**config.mk**
```make
export PLATFORM = sky130hd
export DESIGN_NAME = apb_fifo_periph
export DESIGN_NICKNAME = d
export VERILOG_FILES = /design/src/rtl/apb_fifo_periph.sv
export SDC_FILE = /design/constraint.sdc
export NUM_CORES = 1
export LEC_CHECK = 0
export ABC_CLOCK_PERIOD_IN_PS = 4700
export BUFFER_PORTS_ARGS = -buffer_cell sky130_fd_sc_hd__buf_2
export CAP_MARGIN = 40
export CORE_MARGIN = 2
export CORE_UTILIZATION = 46
export DETAILED_ROUTE_END_ITERATION = 12
export PLACE_DENSITY = 0.66
export REMOVE_ABC_BUFFERS = 1
export SKIP_LAST_GASP = 1
export SLEW_MARGIN = 15
export SYNTH_ARGS = -nofsm -noshare
export SYNTH_HDL_FRONTEND = slang
export SYNTH_SLANG_ARGS = --single-unit
```
**constraint.sdc**
```tcl
create_clock -name PCLK -period 4.7 [get_ports PCLK]
set_clock_uncertainty 0.1 [all_clocks]
set_input_delay 0.47 -clock PCLK [delete_from_list [all_inputs] [get_ports PCLK]]
set_output_delay 0.47 -clock PCLK [all_outputs]
set_load 0.03 [all_outputs]
```
**src/rtl/apb_fifo_periph.sv**
```systemverilog
// rtl/apb_fifo_periph.sv - APB completer hosting a memory-mapped 32-bit data FIFO
module apb_fifo_periph #(
  parameter int DEPTH = 8
) (
  input  logic        PCLK,
  input  logic        PRESET,
  input  logic [3:0]  PADDR,
  input  logic [31:0] PWDATA,
  input  logic        PWRITE,
  input  logic        PENABLE,
  input  logic        PSEL,
  output logic [31:0] PRDATA,
  output logic        PREADY,
  output logic        irq
);

  localparam int PTR_W = $clog2(DEPTH);

  localparam logic [0:0] STATE_IDLE = 1'b0;
  localparam logic [0:0] STATE_RESP = 1'b1;

  localparam logic [1:0] ADDR_FCR = 2'd0;
  localparam logic [1:0] ADDR_FSR = 2'd1;
  localparam logic [1:0] ADDR_FWD = 2'd2;
  localparam logic [1:0] ADDR_FRD = 2'd3;

  localparam logic [PTR_W:0] COUNT_FULL = (PTR_W + 1)'(DEPTH);

  logic [31:0]      mem [DEPTH];
  logic [PTR_W-1:0] wptr;
  logic [PTR_W-1:0] rptr;
  logic [PTR_W:0]   count;
  logic [0:0]       state;
  logic             ie;
  logic             ovf;
  logic             unf;

  logic [1:0]       word_addr;
  logic             access;
  logic             empty;
  logic             full;
  logic             do_push;
  logic             do_pop;
  logic             do_clr;
  logic [31:0]      fsr_word;
  logic [31:0]      rdata_next;
  logic             unused_paddr;

  assign word_addr    = PADDR[3:2];
  assign unused_paddr = ^PADDR[1:0];

  // Side effects fire only from IDLE, so a long-held PSEL still gives one push/pop.
  assign access  = (state == STATE_IDLE) && PSEL && PENABLE;
  assign empty   = (count == '0);
  assign full    = (count == COUNT_FULL);
  assign do_push = access && PWRITE && (word_addr == ADDR_FWD) && !full;
  assign do_pop  = access && !PWRITE && (word_addr == ADDR_FRD) && !empty;
  assign do_clr  = access && PWRITE && (word_addr == ADDR_FCR) && PWDATA[0];

  assign irq = ie && !empty;

  always_comb begin
    fsr_word              = '0;
    fsr_word[0]           = empty;
    fsr_word[1]           = full;
    fsr_word[2]           = ovf;
    fsr_word[3]           = unf;
    fsr_word[PTR_W+4:4]   = count;
  end

  always_comb begin
    rdata_next = '0;
    case (word_addr)
      ADDR_FCR: rdata_next = {30'b0, ie, 1'b0};
      ADDR_FSR: rdata_next = fsr_word;
      ADDR_FWD: rdata_next = '0;
      ADDR_FRD: rdata_next = empty ? 32'b0 : mem[rptr];
      default:  rdata_next = '0;
    endcase
  end

  // Storage has no reset; its contents are only meaningful below count.
  always_ff @(posedge PCLK) begin
    if (do_push) begin
      mem[wptr] <= PWDATA;
    end
  end

  always_ff @(posedge PCLK or posedge PRESET) begin
    if (PRESET) begin
      state  <= STATE_IDLE;
      PREADY <= 1'b0;
      PRDATA <= '0;
      ie     <= 1'b0;
      ovf    <= 1'b0;
      unf    <= 1'b0;
    end else begin
      case (state)
        STATE_IDLE: begin
          if (PSEL && PENABLE) begin
            state  <= STATE_RESP;
            PREADY <= 1'b1;
            PRDATA <= PWRITE ? 32'b0 : rdata_next;
            if (PWRITE) begin
              case (word_addr)
                ADDR_FCR: ie <= PWDATA[1];
                ADDR_FSR: begin
                  ovf <= ovf & ~PWDATA[2];
                  unf <= unf & ~PWDATA[3];
                end
                ADDR_FWD: begin
                  if (full) begin
                    ovf <= 1'b1;
                  end
                end
                default: ;
              endcase
            end else if ((word_addr == ADDR_FRD) && empty) begin
              unf <= 1'b1;
            end
          end else begin
            PREADY <= 1'b0;
          end
        end
        STATE_RESP: begin
          state  <= STATE_IDLE;
          PREADY <= 1'b0;
        end
        default: begin
          state  <= STATE_IDLE;
          PREADY <= 1'b0;
        end
      endcase
    end
  end

  always_ff @(posedge PCLK or posedge PRESET) begin
    if (PRESET) begin
      wptr  <= '0;
      rptr  <= '0;
      count <= '0;
    end else if (do_clr) begin
      wptr  <= '0;
      rptr  <= '0;
      count <= '0;
    end else begin
      if (do_push) begin
        wptr  <= wptr + 1'b1;
        count <= count + 1'b1;
      end
      if (do_pop) begin
        rptr  <= rptr + 1'b1;
        count <= count - 1'b1;
      end
    end
  end

endmodule

```
==> results of run 1 <==
## layer usage
metal / vias up / GRT usage (%) / routed length [um]
met3: 34 / 3.35 / 1250
met2: 168 / 29.3 / 11200
li1: 2607 / - / -
met4: 4 / 3.71 / 372
met1: 3045 / 24.0 / 9950
met5: - / 0 / 21
## metrics by stage
stage	hold WS, ns	power [mW]	TNS, ns	setup slack (ns)
CTS	0.00637	6.22	0	1.64
global route	0.0498	6.40	0	1.44
global placement	0.359	3.92	0	1.64
detailed placement	0.361	3.97	0	1.53
floorplan	0.394	3.72	-33.37	-0.877
finish	-0.0111	6.15	0	1.68
## final timing paths
| kind | from | endpoint | slack, ns | depth (start not counted) |
|---|---|---|---|---|
| worst max-delay path | state | mem[7][7] | 1.68 | 6 |
| worst min-delay path | PRESET | PRDATA[21] | -0.01 | 3 |
| worst max register to register | state | mem[7][7] | 1.68 | 6 |
| worst min register to register | PRDATA[17] | PRDATA[17] | 0.37 | 1 |
| max in group asynchronous | PRESET | rptr[1] | 3.96 | 3 |
| min in group PCLK | PWDATA[10] | mem[3][10] | 0.07 | 1 |
## area by class of cell
| class | instances | area (um2) | area share [%] |
|---|---|---|---|
| Clock inverter | 12 | 72.6 | 0.538 |
| Inverter | 5 | 18.8 | 0.139 |
| Tap cell | 330 | 413 | 3.06 |
| Clock buffer | 45 | 878 | 6.51 |
| Timing Repair Buffer | 93 | 536 | 3.97 |
| Antenna cell | 1 | 2.50 | 0.0186 |
| Multi-Input combinational cell | 266 | 2720 | 20.2 |
| Sequential cell | 302 | 8840 | 65.6 |
## kinds of logic after synthesis
kind of cell	share of synthesized area [%]
xor gates and xnor gates	0.373
adders and majority gates	0.320
muxes	12.8
and+or+nand+nor	5.00
buffers and inverters	1.90
AOI/OAI and AO/OA	4.25
DFF	75.3
## cells in the mapped netlist (all sizes together) (2+ instances only)
cell type  count  share of area [%]
nor4           2               0.11
clkbuf        13               0.42
nand3b         2               0.13
inv            5               0.16
a21oi         34                1.5
dfrtp         46                9.8
nand2b        33                1.8
or3            4               0.21
nand3          3               0.13
o21ai          8               0.34
edfxtp       256                 66
nand2         41                1.3
nand4          2               0.16
a221o          6               0.51
mux2i          5               0.43
buf           20                1.3
a21o          24                1.5
xor2           2               0.15
nor2           8               0.26
xnor2          3               0.22
or4b           2               0.17
and2           2               0.11
mux4          64                 12
ha             3               0.32
nor3           6               0.26
## power by group through the flow
stage	clock network [mW]	registers (mW)	logic [mW]
6_report	2.25	3.12	0.785
2_1_floorplan	0	3.26	0.459
3_5_place_dp	0	3.17	0.797
5_1_grt	2.40	3.13	0.864
4_1_cts	2.30	3.12	0.801
3_3_place_gp	0	3.22	0.708
## tightest hold or removal path: cells and delay by family
| family | cells | cell delay (ns) |
|---|---|---|
| buffers and inverters | 3 | 0.67 |
## state kept, by name, summed over array words and instances (netlist names), 3 cells and up
signal,cells
count,4
rptr,3
PRDATA,32
mem,256
wptr,3
==> reports/results.ini, run 1 <==
[finish]
finish.instance_area_um2 = 13500
num-nets-final = 743
final_util_pct = 53.7
final_cells = 1054
filler_cell_count = 2058
layout_common_cells = 256 x sky130_fd_sc_hd__edfxtp_1, 72 x sky130_fd_sc_hd__buf_2, 64 x sky130_fd_sc_hd__mux4_2, 43 x sky130_fd_sc_hd__dfrtp_1, 41 x sky130_fd_sc_hd__nand2_1
syn_to_final_growth_pct = 14.9
drive_above_1_share_pct = 29.9
mostFrequentLayoutCell = sky130_fd_sc_hd__edfxtp_1

[setup_path]
timing.critical_path.buf_inv = 2
cp_max_fo = 38
critical_path.max_stage_delay_ns = 0.50
critical-path-slowest-cell = sky130_fd_sc_hd__nor3_1
critPathTopFamily = simple AND/OR/NAND/NOR gates
crit_path_cell_trace = nand3b_1 -> buf_4 -> nor3_1 -> nand2_1 -> nor2_4 -> buf_4
arrival_time_of_the_worst_setup_path_ns = 3.14
crit_required_ns = 4.82
cp-start-kind = register
criticalPathCategory = register to register
setup.worst_path.end_class = register
worst_path_most_repeated_cell = sky130_fd_sc_hd__buf_4

[floorplan]
die_width_um = 164
row_count = 58
floorplan.io_pins = 75
design.die.area_um2 = 26800
starting_density_pct = 46.7
core_region_area_um2 = 25100
die_height_um = 164

[sta]
max_freq_mhz = 331
worst_slew_pin_slew_ns = 0.852
rsz0062_at_grt = no
relSlewSlack_pct = 43.2
finalHoldViolations = 9
min_period_ns = 3.02
fin_hold_ws_ns = -0.0111
layout_worst_path_cycle_share_pct = 64.3
report.final.setup_viol = 0
final-max-slew-violation-count = 0

[routing]
vias_per_cell = 5.56
dr_total_vias = 5858
number_of_nets_with_antenna_violations_after_detailed_routing = 0
wl_um = 22800
post-route-drc-count = 0
first_pass_iters = 5
wire_per_inst_um = 21.6
first_drt_iteration_drcs = 543

[pwr]
p_switching_mw = 1.49
vdd_ir_drop_max_mv = 0.325
power.sequential.fraction_pct = 50.7
pwr-share-comb_pct = 12.8
power.density_cell_area_nw_per_um2 = 456
cell_internal_pwr_mw = 4.66
power_switching_share_pct = 24.2
clock_power_share_pct = 36.6
cellLeakagePower_nw = 4.83

[placement]
routabilityCongestion = 0.762
detailed_place_hpwl_um = 12900
place.port_buffers = 72
dp_cells = 995
place_area_um2 = 12500

[yosys]
postSynth.topFlopCell = sky130_fd_sc_hd__edfxtp_1
synth_enable_flop_cells = 256
post_syn_area_per_cell_um2 = 19.4
ys_async_sr_fraction_pct = 15.2
seq_area_frac_synth_pct = 75.3
syn-instance-count = 606
synthesis.area_um2 = 11700
ys.warnings.count = 0
synth-seq-cells = 302
netlist-cell-type-count = 40

[global_route]
gr-total-overflow = 0
global_route_wire_length_before_repair_um = 35100
maximum_number_of_pins_on_one_net_before_global_route_repair = 47
track_usage_pct = 17.4
vias_in_the_first_global_route = 6172
antenna_found_initial = 3

[clock_tree]
cts_sinks = 302
post-cts-setup-buffers = 0
largest_buffer_count_on_any_clock_path = 3
cts-buffers-inserted = 31
clock_insertion_delay_worst_skew_ns = 0.56
clkSlewWorstSetupHoldPaths_ns = 0.06
clk_root_buffer_cell = sky130_fd_sc_hd__clkbuf_16
cts_tree = yes
number_of_instances_resized_during_post_cts_repair = 0
htree_levels = 1
cts_hold_buf = 0

[run_status]
run_status = finished with violations
violations = negative hold slack

[run]
timing.max_cap.violations = 0

[worst_hold_path]
min_path_type = primary input to async pin

No activity file was read; power rests on OpenSTA's default activity.
==> inputs of run 2 (changes only) <==
--- a/config.mk
+++ b/config.mk
@@ -5,13 +5,12 @@
 export SDC_FILE = /design/constraint.sdc
 export NUM_CORES = 1
 export LEC_CHECK = 0
-export ABC_CLOCK_PERIOD_IN_PS = 4700
+export ABC_CLOCK_PERIOD_IN_PS = 2870
 export BUFFER_PORTS_ARGS = -buffer_cell sky130_fd_sc_hd__buf_2
 export CAP_MARGIN = 40
 export CORE_MARGIN = 2
 export CORE_UTILIZATION = 46
 export DETAILED_ROUTE_END_ITERATION = 12
-export PLACE_DENSITY = 0.66
 export REMOVE_ABC_BUFFERS = 1
 export SKIP_LAST_GASP = 1
 export SLEW_MARGIN = 15
==> constraint.sdc (replaced) <==
create_clock -name PCLK -period 2.87 [get_ports PCLK]
set_clock_uncertainty 0.1 [all_clocks]
set_input_delay 0.287 -clock PCLK [delete_from_list [all_inputs] [get_ports PCLK]]
set_output_delay 0.287 -clock PCLK [all_outputs]
set_load 0.03 [all_outputs]
==> reports/results.ini, run 2 (synthesis results as in run 1) <==
[routing]
first_drt_iteration_drcs = 402  ; -26%
wire_per_inst_um = 20.9  ; -3.4%
vias_per_cell = 5.45  ; -1.9%
number_of_nets_with_antenna_violations_after_detailed_routing = 0  ; unchanged
wl_um = 23000  ; +1.0%
post-route-drc-count = 0  ; unchanged
dr_total_vias = 6007  ; +2.5%
first_pass_iters = 7  ; +2

[sta]
finalHoldViolations = 0  ; -9
report.final.setup_viol = 0  ; unchanged
fin_hold_ws_ns = 0.0148  ; +0.0259 ns
relSlewSlack_pct = 55.5  ; +12 points
least_setup_slack_across_all_paths_after_layout_ns = 0.252  ; -1.43 ns
layout_worst_path_cycle_share_pct = 91.2  ; +27 points
min_period_ns = 2.62  ; -0.404 ns
max_freq_mhz = 382  ; +15%
final-max-slew-violation-count = 0  ; unchanged
worst_slew_pin_slew_ns = 0.663  ; -0.188 ns
rsz0062_at_grt = no

[setup_path]
crit_required_ns = 3.00  ; -1.82 ns
worst-r2r-setup-slack_ns = 0.25  ; -1.43 ns
cp-start-kind = register
setup.worst_path.end_class = register
timing.critical_path.buf_inv = 2  ; unchanged
cp_max_fo = 10  ; -74%
critical-path-slowest-cell = sky130_fd_sc_hd__nor3_2
critPathTopFamily = simple AND/OR/NAND/NOR gates
arrival_time_of_the_worst_setup_path_ns = 2.75  ; -0.39 ns
critical_path.max_stage_delay_ns = 0.59  ; +0.09 ns
crit_path_cell_trace = nand3b_1 -> or3_1 -> nor3_2 -> buf_6 -> buf_4
criticalPathCategory = register to register

[pwr]
vdd_ir_drop_max_mv = 0.550  ; +70%
power.density_cell_area_nw_per_um2 = 720  ; +58%
cellLeakagePower_nw = 5.05  ; +4.6%

[placement]
detailed_place_hpwl_um = 14300  ; +11%
place_area_um2 = 12800  ; +2.0%
post-place-ws_ns = 0.251  ; -1.28 ns
routabilityCongestion = 0.720  ; -5.5%
place.port_buffers = 72  ; unchanged

[clock_tree]
clkSlewWorstSetupHoldPaths_ns = 0.06  ; about the same
htree_levels = 1  ; unchanged
number_of_instances_resized_during_post_cts_repair = 0  ; unchanged
cts_tree = yes
cts_hold_buf = 32  ; +32
largest_buffer_count_on_any_clock_path = 3  ; unchanged
clk_root_buffer_cell = sky130_fd_sc_hd__clkbuf_16
clock_insertion_delay_worst_skew_ns = 0.53  ; -0.03 ns
cts_sinks = 302  ; unchanged
post-cts-setup-buffers = 0  ; unchanged
cts-buffers-inserted = 30  ; -3.2%

[floorplan]
floorplan.io_pins = 75  ; unchanged
die_width_um = 164  ; unchanged
design.die.area_um2 = 26800  ; unchanged
starting_density_pct = 46.7  ; unchanged
die_height_um = 164  ; unchanged
row_count = 58  ; unchanged
core_region_area_um2 = 25100  ; unchanged

[finish]
num-nets-final = 792  ; +6.6%
finish.instance_area_um2 = 14000  ; +3.9%
drive_above_1_share_pct = 29.7  ; -0.17 points
largestRegisters = mem x256, PRDATA x32, count x4
mostFrequentLayoutCell = sky130_fd_sc_hd__edfxtp_1
register_containing_the_most_flip_flops_in_the_final_layout = mem
layout_common_cells = 256 x sky130_fd_sc_hd__edfxtp_1, 72 x sky130_fd_sc_hd__buf_2, 64 x sky130_fd_sc_hd__mux4_2, 43 x sky130_fd_sc_hd__dfrtp_1, 41 x sky130_fd_sc_hd__nand2_1
final_util_pct = 55.8  ; +2.1 points
largest_register_ffs = 256  ; unchanged
syn_to_final_growth_pct = 19.5

[global_route]
global_route_wire_length_before_repair_um = 36300  ; +3.6%
antenna_found_initial = 1  ; -2
maximum_number_of_pins_on_one_net_before_global_route_repair = 54  ; +15%
gr-total-overflow = 0  ; unchanged
vias_in_the_first_global_route = 6467  ; +4.8%
track_usage_pct = 17.9  ; +0.47 points

[worst_hold_path]
min_path_type = primary input to register

[run_status]
run_status = finished, final reports clean

[run]
timing.max_cap.violations = 0  ; unchanged

[run 2: cell types whose count changed in the layout (fill, tap and decap cells not counted), sizes merged]
| cell | delta |
|---|---|
| dlygate4sd3 | +32 |
| bufinv | +1 |
| clkbuf | -5 |
| buf | +19 |
| inv | -1 |
| clkinvlp | +2 |
[run 2: where the power goes]
group | leakage [nW] | internal [mW] | total [mW] | switching, mW
Clock | 0.439 | 2.08 | 3.60 | 1.52
Combinational | 1.70 | 0.706 | 1.46 | 0.750
Sequential | 2.91 | 4.88 | 5.03 | 0.148
Total | 5.05 | 7.67 | 10.1 | 2.41
[run 2: cell type report]
type,instances,area (um2)
Antenna cell,1,2.50
Clock buffer,41,823
Clock inverter,14,90.1
Fill cell,1977,11100
Inverter,5,18.8
Multi-Input combinational cell,266,2720
Sequential cell,302,8840
Tap cell,330,413
Timing Repair Buffer,143,1100
[run 2: layer usage]
metal  GRT usage [%]  share of wire, %  routed length (um)
met5               0                 0                   0
met4            3.43               1.3                 306
met3            2.95               5.9                1350
met2            30.3                49               11300
met1            24.9                44               10000
[run 2: per-stage QoR]
step | setup TNS [ns] | power [mW] | std cells
floorplan | -456.16 | 6.09 | 573
global placement | 0 | 6.54 | 1007
detailed placement | 0 | 6.58 | 1014
CTS | 0 | 10.2 | 1101
global route | 0 | 10.5 | 1102
finish | 0 | 10.1 | 1102
[run 2: worst paths after layout]
| path | from | to | cells after the start |
|---|---|---|---|
| min in group asynchronous | PRESET | PRDATA[23] | 3 |
| min | PWDATA[0] | mem[5][0] | 1 |
| max in group asynchronous | PRESET | PRDATA[18] | 4 |
| max reg2reg | state | mem[6][23] | 5 |
| min reg2reg | PRDATA[13] | PRDATA[13] | 1 |
| max | state | mem[6][23] | 5 |
==> inputs of run 3 (changes only) <==
--- a/config.mk
+++ b/config.mk
@@ -8,9 +8,13 @@
 export ABC_CLOCK_PERIOD_IN_PS = 2870
 export BUFFER_PORTS_ARGS = -buffer_cell sky130_fd_sc_hd__buf_2
 export CAP_MARGIN = 40
+export CELL_PAD_IN_SITES_DETAIL_PLACEMENT = 1
+export CELL_PAD_IN_SITES_GLOBAL_PLACEMENT = 2
 export CORE_MARGIN = 2
-export CORE_UTILIZATION = 46
+export CORE_UTILIZATION = 30
 export DETAILED_ROUTE_END_ITERATION = 12
+export HOLD_SLACK_MARGIN = 0.15
+export PLACE_DENSITY_LB_ADDON = 0.1
 export REMOVE_ABC_BUFFERS = 1
 export SKIP_LAST_GASP = 1
 export SLEW_MARGIN = 15
==> reports/results.ini, run 3 (synthesis results as in run 1) <==
[run_status]
run_status = finished, final reports clean

[routing]
post-route-drc-count = 0  ; unchanged
first_pass_iters = 4  ; -3
wl_um = 28700  ; +25%
first_drt_iteration_drcs = 265  ; -34%
dr_total_vias = 6112  ; +1.7%
vias_per_cell = 4.68  ; -14%
wire_per_inst_um = 22.0  ; +5.2%
number_of_nets_with_antenna_violations_after_detailed_routing = 0  ; unchanged

[clock_tree]
clkSlewWorstSetupHoldPaths_ns = 0.06  ; about the same
htree_levels = 2  ; +1
largest_buffer_count_on_any_clock_path = 3  ; unchanged
cts_sinks = 302  ; unchanged
cts_tree = yes
clk_root_buffer_cell = sky130_fd_sc_hd__clkbuf_16
number_of_instances_resized_during_post_cts_repair = 0  ; unchanged
cts-buffers-inserted = 36  ; +20%
clock_insertion_delay_worst_skew_ns = 0.52  ; about the same

[sta]
rsz0062_at_grt = no
layout_worst_path_cycle_share_pct = 87.0  ; -4.2 points
report.final.setup_viol = 0  ; unchanged
relSlewSlack_pct = 55.0  ; -0.55 points
min_period_ns = 2.50  ; -0.121 ns
final-max-slew-violation-count = 0  ; unchanged
worst_slew_pin_slew_ns = 0.675  ; +0.0119 ns
finalHoldViolations = 0  ; unchanged
max_freq_mhz = 400  ; +4.8%

[global_route]
antenna_found_initial = 2  ; +1
global_route_wire_length_before_repair_um = 44300  ; +22%
globalRouteMet1Util_pct = 19.3  ; -5.7 points
globalRoute.busiestLayer = met2
grtUsageMet2_pct = 24.8  ; -5.6 points
vias_in_the_first_global_route = 6858  ; +6.0%
gr-total-overflow = 0  ; unchanged
track_usage_pct = 14.7  ; -3.3 points
met3_usage_pct = 2.92  ; -0.030 points
maximum_number_of_pins_on_one_net_before_global_route_repair = 40  ; -26%

[setup_path]
crit_required_ns = 2.93  ; -0.07 ns
criticalPathCategory = register to register
cp-start-kind = register
cp_max_fo = 24  ; +14
arrival_time_of_the_worst_setup_path_ns = 2.55  ; -0.20 ns
setup.worst_path.end_class = register

[floorplan]
die_width_um = 202  ; +23%
row_count = 72  ; +24%
design.die.area_um2 = 40700  ; +52%
floorplan.io_pins = 75  ; unchanged
core_region_area_um2 = 38600  ; +54%
die_height_um = 202  ; +23%
starting_density_pct = 30.4  ; -16 points

[finish]
layout_common_cells = 256 x sky130_fd_sc_hd__edfxtp_1, 72 x sky130_fd_sc_hd__buf_2, 64 x sky130_fd_sc_hd__mux4_2, 43 x sky130_fd_sc_hd__dfrtp_1, 41 x sky130_fd_sc_hd__nand2_1
largestRegisters = mem x256, PRDATA x32, count x4
area_of_the_multi_input_gates_um2 = 2730  ; +0.32%
register_containing_the_most_flip_flops_in_the_final_layout = mem
finish.instance_area_um2 = 14500  ; +3.4%
mostFrequentLayoutCell = sky130_fd_sc_hd__edfxtp_1
final-seq-area_um2 = 8850  ; about the same
filler_cell_count = 3830  ; +94%
syn_to_final_growth_pct = 23.5
drive_above_1_share_pct = 30.6  ; +0.87 points
largest_register_ffs = 256  ; unchanged
num-nets-final = 803  ; +1.4%

[placement]
detailed_place_hpwl_um = 16500  ; +15%
place_area_um2 = 12900  ; +1.3%
place.port_buffers = 72  ; unchanged
routabilityCongestion = 0.695  ; -3.5%

[run]
timing.max_cap.violations = 0  ; unchanged

[pwr]
post-layout-total-power_mw = 10.9  ; +8.5%
cellLeakagePower_nw = 5.18  ; +2.4%
power.density_cell_area_nw_per_um2 = 755  ; +5.0%
vdd_ir_drop_max_mv = 0.361  ; -34%

[worst_hold_path]
min_path_type = primary input to register

-- run 3: routing by layer --
metal | up-vias | wire, um | part of all wire (%)
met5 | - | 0 | 0
met4 | 0 | 500 | 1.7
met2 | 104 | 14100 | 49
met3 | 37 | 1240 | 4.3
met1 | 3233 | 12800 | 45
li1 | 2738 | - | -
-- run 3: cell type report --
cell class                      instances  share of cell area, %
Timing Repair Buffer                  148                   7.60
Clock buffer                           51                   6.89
Inverter                                5                  0.130
Tap cell                              518                   4.47
Multi-Input combinational cell        266                   18.8
Clock inverter                         13                  0.993
Sequential cell                       302                   61.1
Antenna cell                            2                 0.0345
-- run 3: worst paths after layout --
check / from / to / slack (ns) / depth (start not counted)
max: state / mem[0][31] / 0.37 / 5
min: PADDR[2] / ovf / 0.18 / 5
max reg2reg: state / mem[0][31] / 0.37 / 5
min reg2reg: PRDATA[21] / PRDATA[21] / 0.37 / 1
max in group asynchronous: PRESET / rptr[1] / 1.67 / 4
min in group asynchronous: PRESET / PRDATA[30] / 0.24 / 3
-- run 3: stage by stage --
stage          TNS, ns  hold slack [ns]  setup slack [ns]  util [%]  instances
2_1_floorplan  -456.16            0.286             -2.71         -        573
3_3_place_gp         0            0.256            0.0966      33.4       1198
3_5_place_dp         0            0.261            0.0271      33.5       1199
4_1_cts              0            0.169           0.00723      37.3       1298
5_1_grt              0            0.215             0.228      37.5       1305
6_report             0            0.183             0.372      37.5       1305
-- run 3: worst max-delay path: stages, from the launching register on --
cell	delay (ns)
sky130_fd_sc_hd__dfrtp_1	0.40
sky130_fd_sc_hd__nand3b_1	0.19
sky130_fd_sc_hd__buf_4	0.15
sky130_fd_sc_hd__or3_1	0.53
sky130_fd_sc_hd__nor4_2	0.24
sky130_fd_sc_hd__buf_4	0.50
-- run 3: what timing repair did --
action | in CTS | in global routing
setup buffers | 0 | 5
hold endpoints to repair | 273 | 0
hold buffers | 35 | 0
setup endpoints to repair | 6 | 52
pin swaps | 1 | 2
gates cloned | 0 | 0
-- run 3: where the power goes --
group          total, mW  internal [mW]  switching, mW
Clock               4.42           2.69           1.73
Sequential          5.11           4.88          0.225
Combinational       1.41          0.701          0.712
